**src/rtl/mul_seq_pkg.sv**
```systemverilog
// mul_pkg: shared types and constants for the repeated-addition multiplier.
//   MUL_W   : default operand / counter / product width
//   state_t : controller state encoding
package mul_pkg;

  localparam int unsigned MUL_W = 16;

  typedef enum logic [1:0] {
    IDLE = 2'b00,
    CLRP = 2'b01,
    ADD  = 2'b10,
    DONE = 2'b11
  } state_t;

endpackage

```
**src/rtl/mul_seq_if.sv**
```systemverilog
// mul_seq_if: request/status and product-register signals of mul_seq.
//   start, a_in, b_in       : multiply request and operands
//   p_q                     : product register output (fed back)
//   p_din, p_ld, p_clr      : product register data / load / clear
//   busy, done, ovf         : status
// master = requester + product register side, slave = mul_seq.
interface mul_seq_if
  import mul_pkg::*;
#(
  parameter int unsigned W = MUL_W
) ();

  logic         start;
  logic [W-1:0] a_in;
  logic [W-1:0] b_in;
  logic [W-1:0] p_q;
  logic [W-1:0] p_din;
  logic         p_ld;
  logic         p_clr;
  logic         busy;
  logic         done;
  logic         ovf;

  modport master (
    output start, a_in, b_in, p_q,
    input  p_din, p_ld, p_clr, busy, done, ovf
  );

  modport slave (
    input  start, a_in, b_in, p_q,
    output p_din, p_ld, p_clr, busy, done, ovf
  );

endinterface

```
**src/rtl/mul_seq_down_cntr.sv**
```systemverilog
// down_cntr: loadable down-counter holding the remaining repeat count.
//   clk, clr  : clock, synchronous active-high clear
//   load, din : parallel load
//   dec       : decrement by one
//   q         : count; one = (q == 1), zero = (q == 0)
// Priority: clr > load > dec.
module down_cntr
  import mul_pkg::*;
#(
  parameter int unsigned W = MUL_W
) (
  input  logic         clk,
  input  logic         clr,
  input  logic         load,
  input  logic         dec,
  input  logic [W-1:0] din,
  output logic [W-1:0] q,
  output logic         one,
  output logic         zero
);

  always_ff @(posedge clk) begin
    if (clr) begin
      q <= '0;
    end else if (load) begin
      q <= din;
    end else if (dec) begin
      q <= q - W'(1);
    end
  end

  assign one  = (q == W'(1));
  assign zero = (q == '0);

endmodule

```
**src/rtl/mul_seq.sv**
```systemverilog
// mul_seq: control and arithmetic front end of a repeated-addition multiplier
// driving an external W-bit product register.
//   clk   : clock, rising edge
//   clr   : synchronous active-high reset (the product register must also
//           receive it; p_clr is not asserted during clr)
//   bus   : mul_seq_if slave modport (start/a_in/b_in in, p_q feedback,
//           p_din/p_ld/p_clr to the product register, busy/done/ovf status)
// p_din is always p_q + A; the adder carry-out only sets the sticky ovf flag.
module mul_seq
  import mul_pkg::*;
#(
  parameter int unsigned W = MUL_W
) (
  input  logic      clk,
  input  logic      clr,
  mul_seq_if.slave  bus
);

  state_t       state_q, state_d;
  logic [W-1:0] a_q;
  logic         ovf_q;
  logic [W:0]   sum;
  logic         cnt_load, cnt_dec;
  logic [W-1:0] cnt_q;
  logic         cnt_one, cnt_zero;

  assign cnt_load = (state_q == IDLE) && bus.start;
  assign cnt_dec  = (state_q == ADD);

  down_cntr #(
    .W (W)
  ) u_cnt (
    .clk  (clk),
    .clr  (clr),
    .load (cnt_load),
    .dec  (cnt_dec),
    .din  (bus.b_in),
    .q    (cnt_q),
    .one  (cnt_one),
    .zero (cnt_zero)
  );

  assign sum       = {1'b0, bus.p_q} + {1'b0, a_q};
  assign bus.p_din = sum[W-1:0];

  always_ff @(posedge clk) begin
    if (clr) begin
      state_q <= IDLE;
      a_q     <= '0;
      ovf_q   <= 1'b0;
    end else begin
      state_q <= state_d;
      if (cnt_load) begin
        a_q   <= bus.a_in;
        ovf_q <= 1'b0;
      end else if (state_q == ADD && sum[W]) begin
        ovf_q <= 1'b1;
      end
    end
  end

  always_comb begin
    state_d   = state_q;
    bus.p_clr = 1'b0;
    bus.p_ld  = 1'b0;
    bus.done  = 1'b0;
    bus.busy  = 1'b1;
    unique case (state_q)
      IDLE: begin
        bus.busy = 1'b0;
        if (bus.start) state_d = CLRP;
      end
      CLRP: begin
        bus.p_clr = 1'b1;
        state_d   = (a_q == '0 || cnt_zero) ? DONE : ADD;
      end
      ADD: begin
        bus.p_ld = 1'b1;
        // Count still shows the value before this cycle's decrement.
        if (cnt_one) state_d = DONE;
      end
      DONE: begin
        bus.done = 1'b1;
        state_d  = IDLE;
      end
      default: state_d = IDLE;
    endcase
  end

  assign bus.ovf = ovf_q;

  // Counter value is only consumed through one/zero.
  logic unused_cnt;
  assign unused_cnt = ^cnt_q;

endmodule

```
**src/flat_wrapper.sv**
```systemverilog
// flat-port wrapper written by rule: the top's interface ports become plain ports
module mul_seq_flat import mul_pkg::*;
#(
  parameter int unsigned W = MUL_W
)
  (clk, clr, bus_start, bus_a_in, bus_b_in, bus_p_q, bus_p_din, bus_p_ld, bus_p_clr, bus_busy, bus_done, bus_ovf);
  mul_seq_if #(.W(W)) bus_i ();
  input  logic clk;
  input  logic clr;
  input wire logic [$bits(bus_i.start)-1:0] bus_start;
  input wire logic [$bits(bus_i.a_in)-1:0] bus_a_in;
  input wire logic [$bits(bus_i.b_in)-1:0] bus_b_in;
  input wire logic [$bits(bus_i.p_q)-1:0] bus_p_q;
  output wire logic [$bits(bus_i.p_din)-1:0] bus_p_din;
  output wire logic [$bits(bus_i.p_ld)-1:0] bus_p_ld;
  output wire logic [$bits(bus_i.p_clr)-1:0] bus_p_clr;
  output wire logic [$bits(bus_i.busy)-1:0] bus_busy;
  output wire logic [$bits(bus_i.done)-1:0] bus_done;
  output wire logic [$bits(bus_i.ovf)-1:0] bus_ovf;
  assign bus_i.start = bus_start;
  assign bus_i.a_in = bus_a_in;
  assign bus_i.b_in = bus_b_in;
  assign bus_i.p_q = bus_p_q;
  assign bus_p_din = bus_i.p_din;
  assign bus_p_ld = bus_i.p_ld;
  assign bus_p_clr = bus_i.p_clr;
  assign bus_busy = bus_i.busy;
  assign bus_done = bus_i.done;
  assign bus_ovf = bus_i.ovf;
  mul_seq #(.W(W)) u_core (.clk(clk), .clr(clr), .bus(bus_i));
endmodule
```
**config.mk**
```make
export PLATFORM = sky130hd
export DESIGN_NAME = mul_seq_flat
export DESIGN_NICKNAME = d
export VERILOG_FILES = /design/src/rtl/mul_seq_pkg.sv /design/src/rtl/mul_seq_if.sv /design/src/rtl/mul_seq_down_cntr.sv /design/src/rtl/mul_seq.sv /design/src/flat_wrapper.sv
export SDC_FILE = /design/constraint.sdc
export NUM_CORES = 1
export LEC_CHECK = 0
export CORE_MARGIN = 4
export CORE_UTILIZATION = 40
export CTS_BUF_LIST = sky130_fd_sc_hd__clkbuf_8
export CTS_CLUSTER_DIAMETER = 150
export DETAILED_ROUTE_END_ITERATION = 8
export HOLD_SLACK_MARGIN = 0.06
export PLACE_DENSITY = 0.69
export SLEW_MARGIN = 20
export SYNTH_ARGS = -nofsm -noshare
export SYNTH_HDL_FRONTEND = slang
export SYNTH_SLANG_ARGS = --single-unit
```
**constraint.sdc**
```tcl
create_clock -name clk -period 5.95 [get_ports clk]
set_input_delay 0.8925 -clock clk [delete_from_list [all_inputs] [get_ports clk]]
set_output_delay 0.8925 -clock clk [all_outputs]
set_load 0.005 [all_outputs]
```
==> results of run 1 <==
[per-layer routing]
layer | vias up | wire length (µm) | track usage [%]
met2 | 77 | 2790 | 27.5
met5 | - | 0 | 0
met3 | 5 | 411 | 3.33
met4 | 0 | 62 | 4.25
li1 | 1258 | - | -
met1 | 1071 | 2730 | 20.6
[sequential cells by signal, summed over array words and instances (netlist names)]
register,count
u_core.state_q,2
u_core.a_q,16
u_core.bus.ovf,1
u_core.u_cnt.q,16
[cell usage in the layout, fill, tap and decap left out, types with 3 or more instances in the layout]
master	instances
o21ai_1	5
or3_1	3
a21oi_1	33
nor2b_1	3
a31oi_1	4
inv_1	12
nand2_1	43
and3_1	5
o21ai_0	4
dfxtp_1	35
xor2_1	9
nor4_1	5
clkdlybuf4s50_1	71
clkbuf_8	6
a211oi_1	13
nor2_1	27
nand3_1	5
a211o_1	3
nand4_1	6
ha_1	23
nor3b_1	3
xnor2_1	14
nor3_1	8
o211ai_1	5
[where the power goes]
part           switching [µW]  total, µW  internal (µW)  leakage (µW)
logic                     302        625            323      0.000958
clock network            85.1        221            136     0.0000612
registers                70.0        367            297      0.000289
[per-stage QoR]
step	power (µW)	util (%)	std cells	hold slack [ps]
global route	1320	55.9	454	501
finish	1210	55.9	454	482
detailed placement	999	53.9	446	470
CTS	1230	55.8	454	480
global placement	989	53.9	446	462
floorplan	774	-	311	453
[critical path: cells and delay by family]
| family | cells | cell delay (ps) |
|---|---|---|
| compound gates | 4 | 860 |
| xor+xnor | 1 | 130 |
| fa+ha+maj | 2 | 630 |
| buf+inv | 2 | 910 |
[logic make-up after synthesis]
logic type | count (synthesis) | share of synthesized area (%)
fa+ha+maj | 24 | 12.5
buf+inv | 25 | 4.78
xor+xnor | 23 | 8.19
flops | 35 | 28.5
compound gates | 81 | 20.9
mux | 1 | 0.407
simple gates | 122 | 24.7
[worst paths after layout]
kind,cells past startpoint,slack (ps),end
worst max-delay path,9,1630,bus_p_din[14]
worst min-delay path,2,480,u_core.a_q[9]
worst max register to register,6,3770,u_core.u_cnt.q[15]
worst min register to register,2,480,u_core.a_q[9]
[cell type report]
type | count | area (µm²) | share of cell area, %
flip-flops and latches | 35 | 701 | 21.1
multi-input cells | 251 | 1650 | 49.4
clock buffers | 6 | 82.6 | 2.48
clock inverters | 2 | 35.0 | 1.05
well taps | 75 | 93.8 | 2.82
inverters | 12 | 45.0 | 1.35
repair buffers | 73 | 726 | 21.8
==> results.ini, run 1 <==
[timing]
fmax_ghz=0.231
rsz0062_at_grt=false
worst_slew_pin_slew_ps=673
min_period_ps=4320
relSlewSlack_pct=55.1
min_period_over_period_pct=72.6
fin_ws_ps=1630
setup_viol=0
fin_tns_setup_ps=0
drv_slew=0
hold_viol_final=0
clock_skew_ps=5.23

[grt]
grt_pass1_vias=2185
grt_pass1_wl_um=9810
grt_overflow=0
grt_max_degree=36
track_usage_pct=16.1
antenna_found_initial=0

[synthesis]
ys_seq_area_share_pct=28.5
synthArstFlopShare_pct=0
netlist_top_cells_area=dfxtp_1 (28%), ha_1 (12%), a21oi_1 (6.7%), nand2_1 (6.6%), xnor2_1 (5.0%)
ys_seq_elements=35
synthFlopType=dfxtp_1
ys_warn_count=0
netlist_area_um2=2460
synth_edf_count=0
yosysMostFrequentCell=nand2_1
avgSynthCellArea_um2=7.91
postSynthCellCount=311
synth_top_area_share_pct=28.5
synth_top_cells_by_count=nand2_1 (43), dfxtp_1 (35), a21oi_1 (33), nor2_1 (28), ha_1 (23)
synth_fp_nets=386
yosysTopAreaCell=dfxtp_1
ys_types=48

[clock_network]
cts_sinks=35
clock_latency_ps=290
cts_tree=done
hold_buffers=0
path_clk_slew_ps=70
clockBufferDepth=2
cts_resized=0
post_cts_buffers=0
h-tree-depth=2
root_buffer=clkbuf_8
cts_buffers=5

[placement]
placed_cell_area_um2=3210
gp_congestion=0.804
dp_slack_ps=1610
portBuffers=71
hpwl_um=4710

[critical_path]
rr_startpoint=u_core.state_q[0]
crit_arrival_ps=3430
crit_fanout=4
slowest_stage=clkdlybuf4s50_1
worst_ep_required_time_ps=5060
crit_type=in2out
max_stage_delay_ps=510
path_cells=clkdlybuf4s50_1, ha_1, fa_1, a21oi_1, o211ai_1, a21oi_1, o21ai_1, xor2_1, clkdlybuf4s50_1
setup.worst_path.end_class=primary output
startpoint_type=input port
critPathLaunch=bus_p_q[0]

[layout]
fillers=560
final_cell_area_um2=3330
diodes=0
area_growth_pct=35.2
final_nets=453
drive_above_1_share_pct=3.96

[floorplan]
io_pins=72
dieArea_um2=7470
die_w_um=86.4
fp.dieH_um=86.4
row_count=28
core_um2=5960
start_util_pct=41.3

[drt]
wl_um=6000
drcViolationCount=0
wl_per_cell_um=13.2
dr.pass1.iters=4
via_per_inst=5.31
vias=2411
drt_iter0_drc=148
ant_nets=0

[hold_path]
worstHoldStart=u_core.a_q[9]
hold_class=reg2reg

[pwr]
ir_drop_mv=0.167
powerDensity_nw_per_um2=365
leakage_uw=0.00131

[job]
maxCapViolCount=0

[status]
status=finished, final reports clean

(Power assumes the default switching activity.)
==> run 2: changes to the inputs <==
--- a/config.mk
+++ b/config.mk
@@ -11,7 +11,7 @@
 export CTS_CLUSTER_DIAMETER = 150
 export DETAILED_ROUTE_END_ITERATION = 8
 export HOLD_SLACK_MARGIN = 0.06
-export PLACE_DENSITY = 0.69
+export PLACE_DENSITY = 0.72
 export SLEW_MARGIN = 20
 export SYNTH_ARGS = -nofsm -noshare
 export SYNTH_HDL_FRONTEND = slang
==> constraint.sdc (replaced) <==
create_clock -name clk -period 3.6 [get_ports clk]
set_input_delay 0.54 -clock clk [delete_from_list [all_inputs] [get_ports clk]]
set_output_delay 0.54 -clock clk [all_outputs]
set_load 0.005 [all_outputs]
==> results.ini, run 2 (synthesis results as in run 1) <==
[pwr]
leakage_uw=0.00132
ir_drop_mv=0.300
powerDensity_nw_per_um2=582

[timing]
fmax_ghz=0.287
hold_viol_final=0
min_period_ps=3480
rsz0062_at_grt=true
relSlewSlack_pct=45.8
min_period_over_period_pct=96.8
drv_slew=0
clock_skew_ps=7.66
setup_viol=0
whs_ps=481
worst_slew_pin_slew_ps=811
fin_tns_setup_ps=0
fin_ws_ps=115

[drt]
drcViolationCount=0
via_per_inst=5.33
dr.pass1.iters=4
wl_um=6290
vias=2448
ant_nets=0
wl_per_cell_um=13.7
drt_iter0_drc=136

[placement]
dp_slack_ps=75.4
gp_congestion=0.804
portBuffers=71
hpwl_um=4990

[grt]
track_usage_pct=16.9
antenna_found_initial=0
grt_overflow=0
grt_max_degree=27
grt_pass1_vias=2278
grt_pass1_wl_um=10300

[clock_network]
root_buffer=clkbuf_8
path_clk_slew_ps=70
hold_buffers=0
clockBufferDepth=2
clock_latency_ps=290
cts_buffers=5
h-tree-depth=2
cts_tree=done
cts_sinks=35

[layout]
largestRegisters=u_core.a_q: 16 flops, u_core.u_cnt.q: 16 flops, u_core.state_q: 2 flops
final_nets=458
drive_above_1_share_pct=4.95
final_common_cell=clkdlybuf4s50_1
diodes=0
area_growth_pct=35.6
most-common-layout-cells=clkdlybuf4s50_1 (71), nand2_1 (43), dfxtp_1 (35)

[floorplan]
row_count=28
fp.dieH_um=86.4
dieArea_um2=7470
start_util_pct=41.3
io_pins=72
core_um2=5960
die_w_um=86.4

[critical_path]
startpoint_type=input port
worst_ep_required_time_ps=3060
crit_arrival_ps=2940
setup.worst_path.end_class=primary output
crit_type=in2out
crit_fanout=4

[status]
status=finished, final reports clean

[job]
maxCapViolCount=0

[hold_path]
hold_class=reg2reg

-- run 2: changes by cell type in the layout (fill, tap and decap cells not counted) --
cell,change
inv_1,+2
a31oi_1,-1
nor2_2,-1
bufinv_16,-1
a21oi_2,+1
a21oi_1,-1
nor2_1,+1
clkbuf_8,-1
buf_4,+5
a31oi_2,+1
-- run 2: worst max-delay path, stage by stage --
cell             delay (ps)
clkdlybuf4s50_1         400
ha_1                    230
fa_1                    430
a21oi_2                 200
o211ai_1                110
a21oi_1                 160
buf_4                   150
o21ai_1                  80
xor2_1                  130
clkdlybuf4s50_1         510
-- run 2: power by group --
part           switching [µW]  internal, µW  leakage, µW
Sequential                117           492     0.000289
Clock                     135           130    0.0000505
Combinational             513           557     0.000983
-- run 2: cell type report --
type                    count  area, µm²
clock buffers               5       68.8
multi-input cells         251       1650
inverters                  12       45.0
fillers                   590       2620
repair buffers             78        763
flip-flops and latches     35        701
clock inverters             3       12.5
well taps                  75       93.8
-- run 2: worst paths after layout --
path	from	to	slack, ps	depth (start not counted)
min	u_core.a_q[13]	u_core.a_q[13]	480	2
min reg2reg	u_core.a_q[13]	u_core.a_q[13]	480	2
max reg2reg	u_core.state_q[0]	u_core.u_cnt.q[15]	1450	6
max	bus_p_q[0]	bus_p_din[14]	120	10
-- run 2: routing by layer --
layer / track usage, % / vias to the layer above / wire, µm
li1: - / 1263 / -
met1: 21.6 / 1126 / 2860
met2: 29.1 / 52 / 3070
met3: 3.33 / 7 / 307
met4: 3.82 / 0 / 60
met5: 0 / - / 0
-- run 2: per-stage QoR --
stage / std cells / util [%] / power (µW) / area, µm²
2_1_floorplan: 311 / - / 1280 / 2460
3_3_place_gp: 450 / 54.4 / 1660 / 3240
3_5_place_dp: 450 / 54.4 / 1680 / 3240
4_1_cts: 458 / 55.7 / 1950 / 3320
5_1_grt: 459 / 56.0 / 2120 / 3340
6_report: 459 / 56.0 / 1940 / 3340
-- run 2: repair_timing --
action	CTS	global route
buffers inserted	0	1
resized for setup	0	2
hold endpoints to repair	0	0
setup endpoints to repair	0	4
==> run 3: changes to the inputs <==
--- a/config.mk
+++ b/config.mk
@@ -5,13 +5,14 @@
 export SDC_FILE = /design/constraint.sdc
 export NUM_CORES = 1
 export LEC_CHECK = 0
+export ABC_AREA = 1
 export CORE_MARGIN = 4
 export CORE_UTILIZATION = 40
 export CTS_BUF_LIST = sky130_fd_sc_hd__clkbuf_8
 export CTS_CLUSTER_DIAMETER = 150
 export DETAILED_ROUTE_END_ITERATION = 8
 export HOLD_SLACK_MARGIN = 0.06
-export PLACE_DENSITY = 0.72
+export PLACE_DENSITY = 0.7
 export SLEW_MARGIN = 20
 export SYNTH_ARGS = -nofsm -noshare
 export SYNTH_HDL_FRONTEND = slang
==> results.ini, run 3 <==
[clock_network]
cts_buffers=5
hold_buffers=0
path_clk_slew_ps=60
cts_tree=done
post_cts_buffers=0
clock_latency_ps=290
root_buffer=clkbuf_8
cts_resized=0
clockBufferDepth=2
cts_sinks=35
h-tree-depth=2

[grt]
antenna_found_initial=0
track_usage_pct=18.2
grt_overflow=0
grt_pass1_wl_um=12500
grt_max_degree=40
grt_pass1_vias=2792

[synthesis]
yosysMostFrequentCell=nand2_1
ys_seq_area_share_pct=25.1
synth_edf_count=0
synthFlopType=dfxtp_1
yosysTopAreaCell=dfxtp_1
avgSynthCellArea_um2=6.39
ys_seq_elements=35
synth_top_area_share_pct=25.1
ys_warn_count=0
synth_top_cells_by_count=nand2_1 (106), nor2_1 (78), inv_1 (39), dfxtp_1 (35), nand3_1 (34)
netlist_area_um2=2790
synthArstFlopShare_pct=0
synth_fp_nets=511
netlist_top_cells_area=dfxtp_1 (25%), nand2_1 (14%), nor2_1 (11%), ha_1 (10%), nand3_1 (6.1%)
ys_types=34
postSynthCellCount=436

[hold_path]
holdPathEnd=u_core.bus.ovf
hold_class=reg2reg
worstHoldStart=u_core.bus.ovf
hold_depth=2

[drt]
wl_per_cell_um=12.1
drt_iter0_drc=114
via_per_inst=4.88
drcViolationCount=0
dr.pass1.iters=5
ant_nets=0
wl_um=7290
vias=2932

[critical_path]
setup.worst_path.end_class=primary output
r2r-end=u_core.u_cnt.q[3]
crit_arrival_ps=2730
worst_ep_required_time_ps=3060
crit_type=in2out
reg2reg_depth=10
startpoint_type=input port
crit_fanout=3
r2r_slack_ps=1680
rr_startpoint=u_core.state_q[1]

[timing]
whs_ps=462
relSlewSlack_pct=52.7
clock_skew_ps=7.70
min_period_over_period_pct=90.9
setup_viol=0
fin_tns_setup_ps=0
worst_slew_pin_slew_ps=709
hold_viol_final=0
drv_slew=0
fmax_ghz=0.306
min_period_ps=3270
rsz0062_at_grt=false

[pwr]
ir_drop_mv=0.658
power_uw=2840
powerDensity_nw_per_um2=773
leakage_uw=0.00173

[placement]
portBuffers=71
placed_cell_area_um2=3570
gp_congestion=0.912
hpwl_um=5740

[layout]
most-common-layout-cells=nand2_1 (106), nor2_1 (78), clkdlybuf4s50_1 (71)
area_growth_pct=31.7
regArea_um2=701
final_cell_area_um2=3670
drive_above_1_share_pct=5.94
final_nets=579
diodes=0
final_common_cell=nand2_1
fillers=695
largestRegisters=u_core.a_q: 16 flops, u_core.u_cnt.q: 16 flops, u_core.state_q: 2 flops
multi_input_area_um2=1870

[floorplan]
io_pins=72
die_w_um=91.5
core_um2=6790
row_count=30
fp.dieH_um=91.5
start_util_pct=41.0
dieArea_um2=8360

[status]
status=finished, final reports clean

[job]
maxCapViolCount=0

==> run 3: changes by cell type after synthesis, sizes merged, moves of 8 or more <==
| cell | before | now |
|---|---|---|
| inv | 12 | 41 |
| a211oi | 13 | 1 |
| nand3 | 5 | 34 |
| a21oi | 33 | 23 |
| o21ai | 9 | 26 |
| nor3 | 11 | 3 |
| nand2 | 43 | 110 |
| nor2 | 28 | 88 |
| xnor2 | 14 | 4 |
==> run 3: worst max-delay path, stage by stage <==
cell and delay [ps]:
clkdlybuf4s50_1 420, ha_1 230, fa_1 410, nand2_1 90
nand2_1 70, nand3_1 80, nand2_1 100, a21oi_1 170
xnor2_1 130, clkdlybuf4s50_1 510
==> run 3: cell families after synthesis <==
group / count (synthesis) / share of synthesized area, %
adder cells (fa/ha/maj): 24 / 11.0
flip-flops: 35 / 25.1
buffers and inverters: 53 / 7.77
AO/OA/AOI/OAI: 65 / 13.8
XOR/XNOR: 11 / 3.46
AND/OR/NAND/NOR: 248 / 38.8
==> run 3: layer usage <==
layer,track usage [%],share of wire [%],vias up
met4,5.53,1.2,0
met3,3.65,5.0,9
li1,-,-,1557
met2,31.1,48,71
met5,0,0,-
met1,22.8,46,1295
==> run 3: how the worst max path moves through the flow <==
stage | start | endpoint | slack [ps] | depth (start not counted)
after global placement | bus_p_q[0] | bus_p_din[12] | 350 | 10
final | bus_p_q[0] | bus_p_din[12] | 330 | 10
after global routing | bus_p_q[0] | bus_p_din[14] | 130 | 11
after detailed placement | bus_p_q[0] | bus_p_din[12] | 320 | 10
after floorplan | bus_p_q[0] | bus_p_din[12] | 1340 | 8
after CTS | bus_p_q[0] | bus_p_din[12] | 310 | 10
==> run 3: report_power, final <==
part	internal, µW	total (µW)	switching [µW]
clock network	172	306	134
logic	808	1870	1070
registers	520	657	137
total	1500	2840	1340
==> run 3: layout make-up <==
class,count,share of cell area (%)
clock buffers,7,2.63
clock inverters,1,0.102
inverters,41,4.19
multi-input cells,348,50.9
flip-flops and latches,35,19.1
well taps,96,3.27
repair buffers,73,19.8
==> run 3: through the flow <==
step / setup slack (ps) / util [%] / std cells
after floorplan: 1340 / - / 436
after global placement: 345 / 52.5 / 593
after detailed placement: 317 / 52.5 / 593
after CTS: 309 / 54.0 / 601
after global routing: 132 / 54.0 / 601
final: 327 / 54.0 / 601
